## config.mk

```make
export PLATFORM = sky130hd
export DESIGN_NAME = fifo_seq_consumer
export DESIGN_NICKNAME = d
export VERILOG_FILES = /design/src/rtl/fifo_seq_consumer.sv
export SDC_FILE = /design/constraint.sdc
export NUM_CORES = 1
export LEC_CHECK = 0
export ABC_CLOCK_PERIOD_IN_PS = 2200
export BUFFER_PORTS_ARGS = -buffer_cell sky130_fd_sc_hd__buf_2
export CAP_MARGIN = 25
export CORE_AREA = 2 2 128 80
export DETAILED_ROUTE_END_ITERATION = 8
export DIE_AREA = 0 0 130 82
export PLACE_DENSITY = 0.76
export REMOVE_ABC_BUFFERS = 1
export SLEW_MARGIN = 20
export SYNTH_ARGS = -nofsm -noshare
export SYNTH_HDL_FRONTEND = slang
export SYNTH_SLANG_ARGS = --single-unit
```

## constraint.sdc

```tcl
create_clock -name clk -period 2.2 [get_ports clk]
set_clock_uncertainty 0.05 [all_clocks]
set_input_delay 0.33 -clock clk [delete_from_list [all_inputs] [get_ports clk]]
set_output_delay 0.33 -clock clk [all_outputs]
set_load 0.05 [all_outputs]
```

## src/rtl/fifo_seq_consumer.sv

```systemverilog
// fifo_seq_consumer
// Drains a synchronous FIFO (empty/rd_en interface, one-cycle read latency) and
// checks that the words received form an incrementing sequence starting at
// START_VALUE. After EXPECT_COUNT words it reports done/pass and holds its counters.
// Optional watchdog: define FIFO_CONSUMER_TIMEOUT_EN to abort a run that has seen
// no read for TIMEOUT_CYCLES cycles.
//
// Handshake: a word is taken on a rising edge where fifo_rd_en=1. fifo_rd_en is
// raised only while fifo_empty=0, and the word is presented on fifo_dout during
// the cycle after the strobe. One word per cycle can be taken.
module fifo_seq_consumer #(
    parameter int DATA_WIDTH     = 32,
    parameter int EXPECT_COUNT   = 6,
    parameter int START_VALUE    = 0,
    parameter int TIMEOUT_CYCLES = 1024
) (
    input  logic                  clk,
    input  logic                  reset,
    input  logic                  start,
    input  logic                  fifo_empty,
    output logic                  fifo_rd_en,
    input  logic [DATA_WIDTH-1:0] fifo_dout,
    output logic                  busy,
    output logic                  done,
    output logic                  pass,
    output logic [15:0]           rx_count,
    output logic [15:0]           err_count,
    output logic [DATA_WIDTH-1:0] last_data,
    output logic                  timeout,
    output logic [1:0]            state_dbg
);

    localparam logic [1:0] S_IDLE  = 2'd0;
    localparam logic [1:0] S_RUN   = 2'd1;
    localparam logic [1:0] S_DRAIN = 2'd2;
    localparam logic [1:0] S_DONE  = 2'd3;

    localparam logic [DATA_WIDTH-1:0] START_WORD = DATA_WIDTH'(START_VALUE);
    localparam logic [15:0]           LAST_ISSUE = 16'(EXPECT_COUNT - 1);

    // Reject configurations the 16-bit counters cannot represent.
    if (EXPECT_COUNT < 1 || EXPECT_COUNT > 65535 ||
        TIMEOUT_CYCLES < 1 || TIMEOUT_CYCLES > 65535) begin : g_bad_cfg
        $error("fifo_seq_consumer: EXPECT_COUNT and TIMEOUT_CYCLES must be 1..65535");
    end

    logic [1:0]            state;
    logic [15:0]           issued;
    logic                  pending;
    logic [DATA_WIDTH-1:0] expected;
    logic                  start_ok;
    logic                  idle_expired;

    // start only counts when no run is in progress.
    assign start_ok = start && (state == S_IDLE || state == S_DONE);

    // Read strobe: only in RUN, only with data available, never more than EXPECT_COUNT.
    always_comb begin
        fifo_rd_en = (state == S_RUN) && !fifo_empty && (issued < 16'(EXPECT_COUNT));
    end

    assign busy      = (state == S_RUN) || (state == S_DRAIN);
    assign done      = (state == S_DONE);
    assign pass      = done && (err_count == 16'd0) && !timeout;
    assign state_dbg = state;

`ifdef FIFO_CONSUMER_TIMEOUT_EN
    logic [15:0] idle_cnt;

    assign idle_expired = (state == S_RUN) && (idle_cnt == 16'(TIMEOUT_CYCLES));

    // Idle watchdog: counts RUN cycles since the last read or since the run began.
    always_ff @(posedge clk) begin
        if (reset || start_ok || fifo_rd_en || state != S_RUN) begin
            idle_cnt <= 16'd0;
        end else begin
            idle_cnt <= idle_cnt + 16'd1;
        end
    end
`else
    assign idle_expired = 1'b0;
`endif

    // Run control, read bookkeeping and the sequence checker.
    always_ff @(posedge clk) begin
        if (reset) begin
            state     <= S_IDLE;
            issued    <= 16'd0;
            pending   <= 1'b0;
            expected  <= START_WORD;
            rx_count  <= 16'd0;
            err_count <= 16'd0;
            last_data <= '0;
            timeout   <= 1'b0;
        end else begin
            // The word read last cycle is on fifo_dout now.
            pending <= fifo_rd_en;

            // Check the returned word; expected always advances so one bad word is one error.
            if (pending) begin
                rx_count  <= rx_count + 16'd1;
                last_data <= fifo_dout;
                expected  <= expected + 1'b1;
                if (fifo_dout != expected && err_count != 16'hFFFF) begin
                    err_count <= err_count + 16'd1;
                end
            end

            case (state)
                S_RUN: begin
                    if (fifo_rd_en) begin
                        issued <= issued + 16'd1;
                    end
                    if (idle_expired) begin
                        timeout <= 1'b1;
                        state   <= S_DONE;
                    end else if (fifo_rd_en && issued == LAST_ISSUE) begin
                        state <= S_DRAIN;
                    end
                end
                // No reads are issued here, so the last word is checked on this edge.
                S_DRAIN: state <= S_DONE;
                default: ;
            endcase

            // A new run starts from a clean slate (IDLE or DONE only).
            if (start_ok) begin
                state     <= S_RUN;
                issued    <= 16'd0;
                expected  <= START_WORD;
                rx_count  <= 16'd0;
                err_count <= 16'd0;
                last_data <= '0;
                timeout   <= 1'b0;
            end
        end
    end

endmodule
```

==> out/metrics.yaml, run 1 <==
cts:
  cts_buffers: 17
  clk_latency_ns: 0.41
  htree_levels: 4
  cts_hold_buf: 0
  clk_pin_slew_worst_paths_ns: 0.06
  clockRootBuffer: "clkbuf_16"
  cts_num_sinks: 115
  clock_path_buffers: 2
  cts_tree: "built"
floorplanning:
  dieWidth_um: 130
  fp.coreArea_mm2: 0.00956
  die_y_um: 82
  initial_core_util_pct: 53.8
  die-area_mm2: 0.0107
  row_count: 28
  num_io_pins: 107
timing:
  fmax_mhz: 465
  period_needed_ns: 2.15
  finalSetupViolCount: 0
  setup_tns_ns: 0
  report.final.hold_viol_count: 0
  whs_ns: 0.136
  drv_slew: 0
  fin_crit_sh_pct: 97.7
setup_path:
  crit_end: "fifo_rd_en"
  path_cells: "ha_2 -> nor3b_4 -> nand3_2 -> a211oi_4 -> buf_6"
  critPathLaunch: "state_dbg[0]"
  rrSetupSlack_ns: 0.18
  critical_path_buf_inv_count: 1
  cp.required_ns: 1.82
  path_depth: 5
  crit_family: "flip-flops"
  critPathKind: "flop to output pin"
  reg2reg_to: "err_count[13]"
  startpoint_type: "flop"
  r2r_start: "err_count[3]"
  cp-end-kind: "output pin"
  cpPeakStageDelay_ns: 0.38
  critPathSlowestCell: "dfxtp_2"
  critPathMaxFanout: 6
  worstPathArrival_ns: 1.77
  rr_worst_depth: 6
global_route:
  grt_max_degree: 65
  grt_pass1_vias: 3955
  overflow: 0
  grt_pass1_wl_mm: 19.6
  grt_util_all_layers_pct: 24.0
  antenna_found_initial: 0
cells_and_area:
  antennaDiodeCount: 0
  final_cell_mix: "112 x dfxtp_1, 103 x buf_2, 78 x nor2_1"
  finalNetCount: 719
  utilization_pct: 67.7
  synthToLayoutAreaGrowth_pct: 25.8
  fin_cells: 819
  drive_gt1_share_pct: 24.6
  stdcell_area_mm2: 0.00647
  final_common_cell: "dfxtp_1"
drt:
  drtIter0Drc: 399
  routed_via_density: 5.37
  num_vias: 4400
  drt-total-wl_mm: 12.5
  drtAntennaViolNets: 0
  routedWlPerCell_um: 15.3
  drt_first_pass_iters: 5
  drc: 0
logic_synthesis:
  syn_avg_cell_area_um2: 9.17
  synth_edf_count: 0
  yosysSeqAreaShare_pct: 44.8
  ys_ff_latch: 115
  syn_area_mm2: 0.00514
  syn-instance-count: 561
  synth-async-reset-ratio_pct: 0
  ys.flop_type: "dfxtp_1"
  yosys_warnings: 0
  synth.distinct_cells: 43
power:
  power.density_mw_per_mm2: 815
  p_leak_nw: 2.62
  ir_drop_uv: 598
placed_design:
  portBuffers: 105
  post_dp_cell_area_mm2: 0.00584
  hpwlAfterDp_mm: 8.81
  gp_congestion: 0.861
  place_inst: 788
worst_hold_path:
  holdCritPathClass: "primary input to flop"
job:
  cap_violations: 0
run_status:
  status: "complete, no violations"
==> flip-flops by register name, summed over array words and instances (netlist names) <==
register   cells
last_data     32
issued        16
state_dbg      2
pending        1
err_count     16
rx_count      16
expected      32
==> worst min-delay path by stage <==
stage                   from             to  slack [ns]  cells past startpoint
3_3_place_gp      issued[13]     issued[13]        0.39                      1
2_1_floorplan     issued[13]     issued[13]        0.38                      1
4_1_cts        fifo_dout[13]  last_data[13]        0.13                      3
3_5_place_dp      issued[11]     issued[11]        0.40                      1
5_1_grt        fifo_dout[17]  last_data[17]        0.14                      3
6_report       fifo_dout[13]  last_data[13]        0.14                      3
==> timing repair <==
item / in CTS / in global routing
endpoints found under the setup margin: 2 / 5
resized for setup: 5 / 8
buffers inserted: 1 / 0
hold endpoints to repair: 0 / 0
cloned: 0 / 0
pin swaps: 1 / 1
==> cell type report <==
| type | count | area, um^2 |
|---|---|---|
| clock buffers | 18 | 439 |
| well taps | 135 | 169 |
| clock inverters | 12 | 140 |
| multi-input cells | 406 | 2710 |
| inverters | 17 | 63.8 |
| flip-flops and latches | 115 | 2310 |
| fillers | 759 | 3090 |
| repair buffers | 116 | 642 |
==> logic make-up (layout without fill, tap and decap cells) <==
logic type | after synthesis | after routing | share of synthesized area (%)
xor gates and xnor gates | 68 | 68 | 11.6
adders and majority gates | 10 | 10 | 2.43
other | 1 | 1 | 0.0729
muxes | 35 | 35 | 6.81
and+or+nand+nor | 230 | 230 | 23.8
AOI/OAI and AO/OA | 62 | 62 | 7.22
buffers and inverters | 40 | 163 | 3.31
DFF | 115 | 115 | 44.8
==> worst reg2reg max path, delay by kind of cell, from the launching register on <==
| kind | cells | cell delay, ns |
|---|---|---|
| compound gates | 2 | 0.49 |
| flops | 1 | 0.43 |
| simple gates | 4 | 0.97 |
==> per-stage QoR <==
stage / worst slack [ns] / power (mW)
4_1_cts: 0.0582 / 5.30
5_1_grt: -0.0167 / 5.45
6_report: 0.0503 / 5.27
2_1_floorplan: -1.19 / 2.43
3_5_place_dp: 0.0220 / 2.59
3_3_place_gp: 0.0279 / 2.57
==> synthesized netlist by cell type (3+ instances only) <==
master	number	area (um^2)
buf_2	7	35.0
o31ai_1	5	37.5
o21ai_0	15	75.1
a21oi_1	27	135
and2_1	17	106
xnor2_1	14	123
ha_1	10	125
nand4_1	19	119
nand2_1	27	101
clkbuf_1	13	48.8
xor2_1	54	473
or4_1	6	45.0
nand3_1	19	95.1
nor3_2	3	30.0
nor4_1	13	81.3
buf_4	3	22.5
mux2i_1	35	350
inv_1	17	63.8
dfxtp_1	115	2300
and3_1	8	50.1
nand3_2	4	40.0
and4_1	7	61.3
or3_1	18	113
nor4b_1	3	26.3
nor2_1	78	293
o21ai_1	4	20.0
==> metal layers <==
layer / wire (um) / up-vias / track usage (%)
li1: - / 2187 / -
met1: 6280 / 2069 / 34.1
met2: 5450 / 134 / 35.0
met3: 709 / 10 / 7.17
met4: 95 / 0 / 7.10
met5: 0 / - / 0
==> where the power goes <==
part	switching, mW	internal [mW]	leakage, nW
registers	0.0211	2.11	0.928
clock network	0.936	1.78	0.287
logic	0.288	0.143	1.40
(Power assumes the default switching activity.)
==> inputs of run 2 (changes only) <==
- BUFFER_PORTS_ARGS: -buffer_cell sky130_fd_sc_hd__buf_2 -> unset
- DONT_BUFFER_PORTS: unset -> 1
- PLACE_DENSITY: 0.76 -> 0.67
==> run 2 against run 1 <==
Effect of this change: first-iteration DRC count is 30% lower; wire length down 5.7%; combinational power shrank 26%; register-to-register slack about the same; sequential power grew 2%; die area unchanged.
==> out/metrics.yaml, run 2 (synthesized netlist as in run 1, its figures left out) <==
setup_path:
  rrSetupSlack_ns: 0.17  # about the same
  critPathSlowestCell: "or4_4"
  cp-end-kind: "output pin"
  startpoint_type: "flop"
  critPathMaxFanout: 6  # unchanged
  cpPeakStageDelay_ns: 0.55  # +0.17 ns
  worstPathArrival_ns: 1.74  # -0.03 ns
  critPathKind: "flop to output pin"
  path_cells: "or4_4 -> a211oi_4 -> buf_6"
  cp.required_ns: 1.82  # about the same
cts:
  clock_path_buffers: 2  # unchanged
  clockRootBuffer: "clkbuf_16"
  cts_hold_buf: 0  # unchanged
  cts_buffers: 17  # unchanged
  clk_latency_ns: 0.41  # about the same
  cts_tree: "built"
  clk_pin_slew_worst_paths_ns: 0.05  # about the same
  postCtsSetupRepairBufs: 0  # -1
  htree_levels: 4  # unchanged
  cts_num_sinks: 115  # unchanged
timing:
  report.final.hold_viol_count: 0  # unchanged
  fmax_mhz: 471  # +1.2%
  drv_slew: 0  # unchanged
  finalSetupViolCount: 0  # unchanged
  rsz0062_at_grt: "yes"
  period_needed_ns: 2.12  # -0.0248 ns
  max-slew-margin-rel_pct: 62.2
  worst-slew-pin-transition_ns: 0.566
  whs_ns: 0.0189  # -0.118 ns
  fin_crit_sh_pct: 96.6  # -1.1 points
power:
  p_sw_mw: 1.14  # -8.2%
  p_seq_share_pct: 42.8  # +2.4 points
  power.density_mw_per_mm2: 821  # +0.72%
  ir_drop_uv: 603  # +0.81%
  swShare_pct: 22.5  # -1.1 points
  comb_power_share_pct: 6.3  # -1.9 points
  p_leak_nw: 2.27  # -13%
  power.internal_mw: 3.94  # -2.2%
  clock_power_share_pct: 51.0  # -0.4 points
cells_and_area:
  final_cell_mix: "113 x dfxtp_1, 78 x nor2_1, 54 x xor2_1"
  drive_gt1_share_pct: 14.6  # -9.9 points
  final_common_cell: "dfxtp_1"
  synthToLayoutAreaGrowth_pct: 20.4
  finalNetCount: 645  # -10%
  n_fill_cell: 789  # +4.0%
  utilization_pct: 64.8  # -2.9 points
  antennaDiodeCount: 0  # unchanged
  reg.largest.list: "expected (32), last_data (32)"
job:
  cap_violations: 0  # unchanged
drt:
  routedWlPerCell_um: 15.9  # +3.8%
  drtIter0Drc: 278  # -30%
  drt-total-wl_mm: 11.8  # -5.7%
  num_vias: 4087  # -7.1%
  drc: 0  # unchanged
  drt_first_pass_iters: 5  # unchanged
  routed_via_density: 5.49  # +2.2%
  drtAntennaViolNets: 0  # unchanged
floorplanning:
  num_io_pins: 107  # unchanged
  fp.coreArea_mm2: 0.00956  # unchanged
  row_count: 28  # unchanged
  dieWidth_um: 130  # unchanged
  die-area_mm2: 0.0107  # unchanged
  die_y_um: 82  # unchanged
  initial_core_util_pct: 53.8  # unchanged
global_route:
  grt_max_degree: 36  # -45%
  grt_pass1_vias: 3810  # -3.7%
  grt_pass1_wl_mm: 18.5  # -5.1%
  grt_util_all_layers_pct: 22.8  # -1.2 points
  antenna_found_initial: 0  # unchanged
  overflow: 0  # unchanged
placed_design:
  portBuffers: 0  # -100%
  gp_congestion: 0.834  # -3.1%
  hpwlAfterDp_mm: 8.50  # -3.5%
worst_hold_path:
  holdCritPathClass: "primary input to flop"
run_status:
  status: "complete, no violations"
-- run 2: changes by cell type in the layout (fill, tap and decap cells not counted), moves of 2 or more --
cell        before  now
buf_2          103    0
buf_4            9   36
clkbuf_1         0    3
clkinv_2         7    4
buf_6            1    3
clkbuf_8         1    3
clkinvlp_4       2    0
-- run 2: through the flow --
stage / instances / setup WS [ns] / setup TNS [ns] / instance area (um^2) / total power, mW
after global routing: 744 / -0.00148 / -0.00148 / 6190 / 5.25
after floorplan: 538 / -1.19 / -82.33 / 5040 / 2.43
final: 744 / 0.0752 / 0 / 6190 / 5.08
after global placement: 715 / 0.138 / 0 / 5570 / 2.51
after CTS: 744 / 0.0143 / 0 / 6150 / 5.13
after detailed placement: 715 / 0.153 / 0 / 5570 / 2.52
-- run 2: final timing paths --
kind / start / cells past startpoint / endpoint
max: issued[14] / 3 / fifo_rd_en
min: fifo_dout[28] / 2 / last_data[28]
max reg2reg: expected[2] / 5 / expected[31]
min reg2reg: issued[7] / 1 / issued[7]
-- run 2: cell type report --
cell class	instances	area, um^2	share of cell area, %
Multi-Input combinational cell	406	2730	44.1
Tap cell	135	169	2.73
Clock inverter	6	80.1	1.29
Timing Repair Buffer	42	364	5.88
Clock buffer	23	478	7.72
Sequential cell	115	2300	37.2
Inverter	17	63.8	1.03
-- run 2: critical path, delay by kind of cell, from the launching register on --
| kind | cells | cell delay, ns |
|---|---|---|
| flip-flops | 1 | 0.30 |
| buffers and inverters | 1 | 0.22 |
| AND/OR/NAND/NOR | 1 | 0.55 |
| AO/OA/AOI/OAI | 1 | 0.27 |
-- run 2: power by group through the flow --
stage | sequential, mW | combinational, mW | clock (mW)
after floorplan | 2.25 | 0.185 | 0
after global placement | 2.21 | 0.300 | 0
after detailed placement | 2.21 | 0.309 | 0
after CTS | 2.17 | 0.316 | 2.65
after global routing | 2.17 | 0.344 | 2.74
final | 2.17 | 0.318 | 2.59
-- run 2: per-layer routing --
| metal | vias up | part of all wire (%) | GRT usage [%] |
|---|---|---|---|
| li1 | 2029 | - | - |
| met1 | 1945 | 49 | 31.0 |
| met2 | 107 | 44 | 34.2 |
| met3 | 6 | 6.6 | 7.75 |
| met4 | 0 | 0.68 | 6.88 |
| met5 | - | 0 | 0 |
-- run 2: timing repair --
action	4_1_cts	5_1_grt
endpoints found under the setup margin	2	19
pin swaps	0	2
resized for setup	5	10
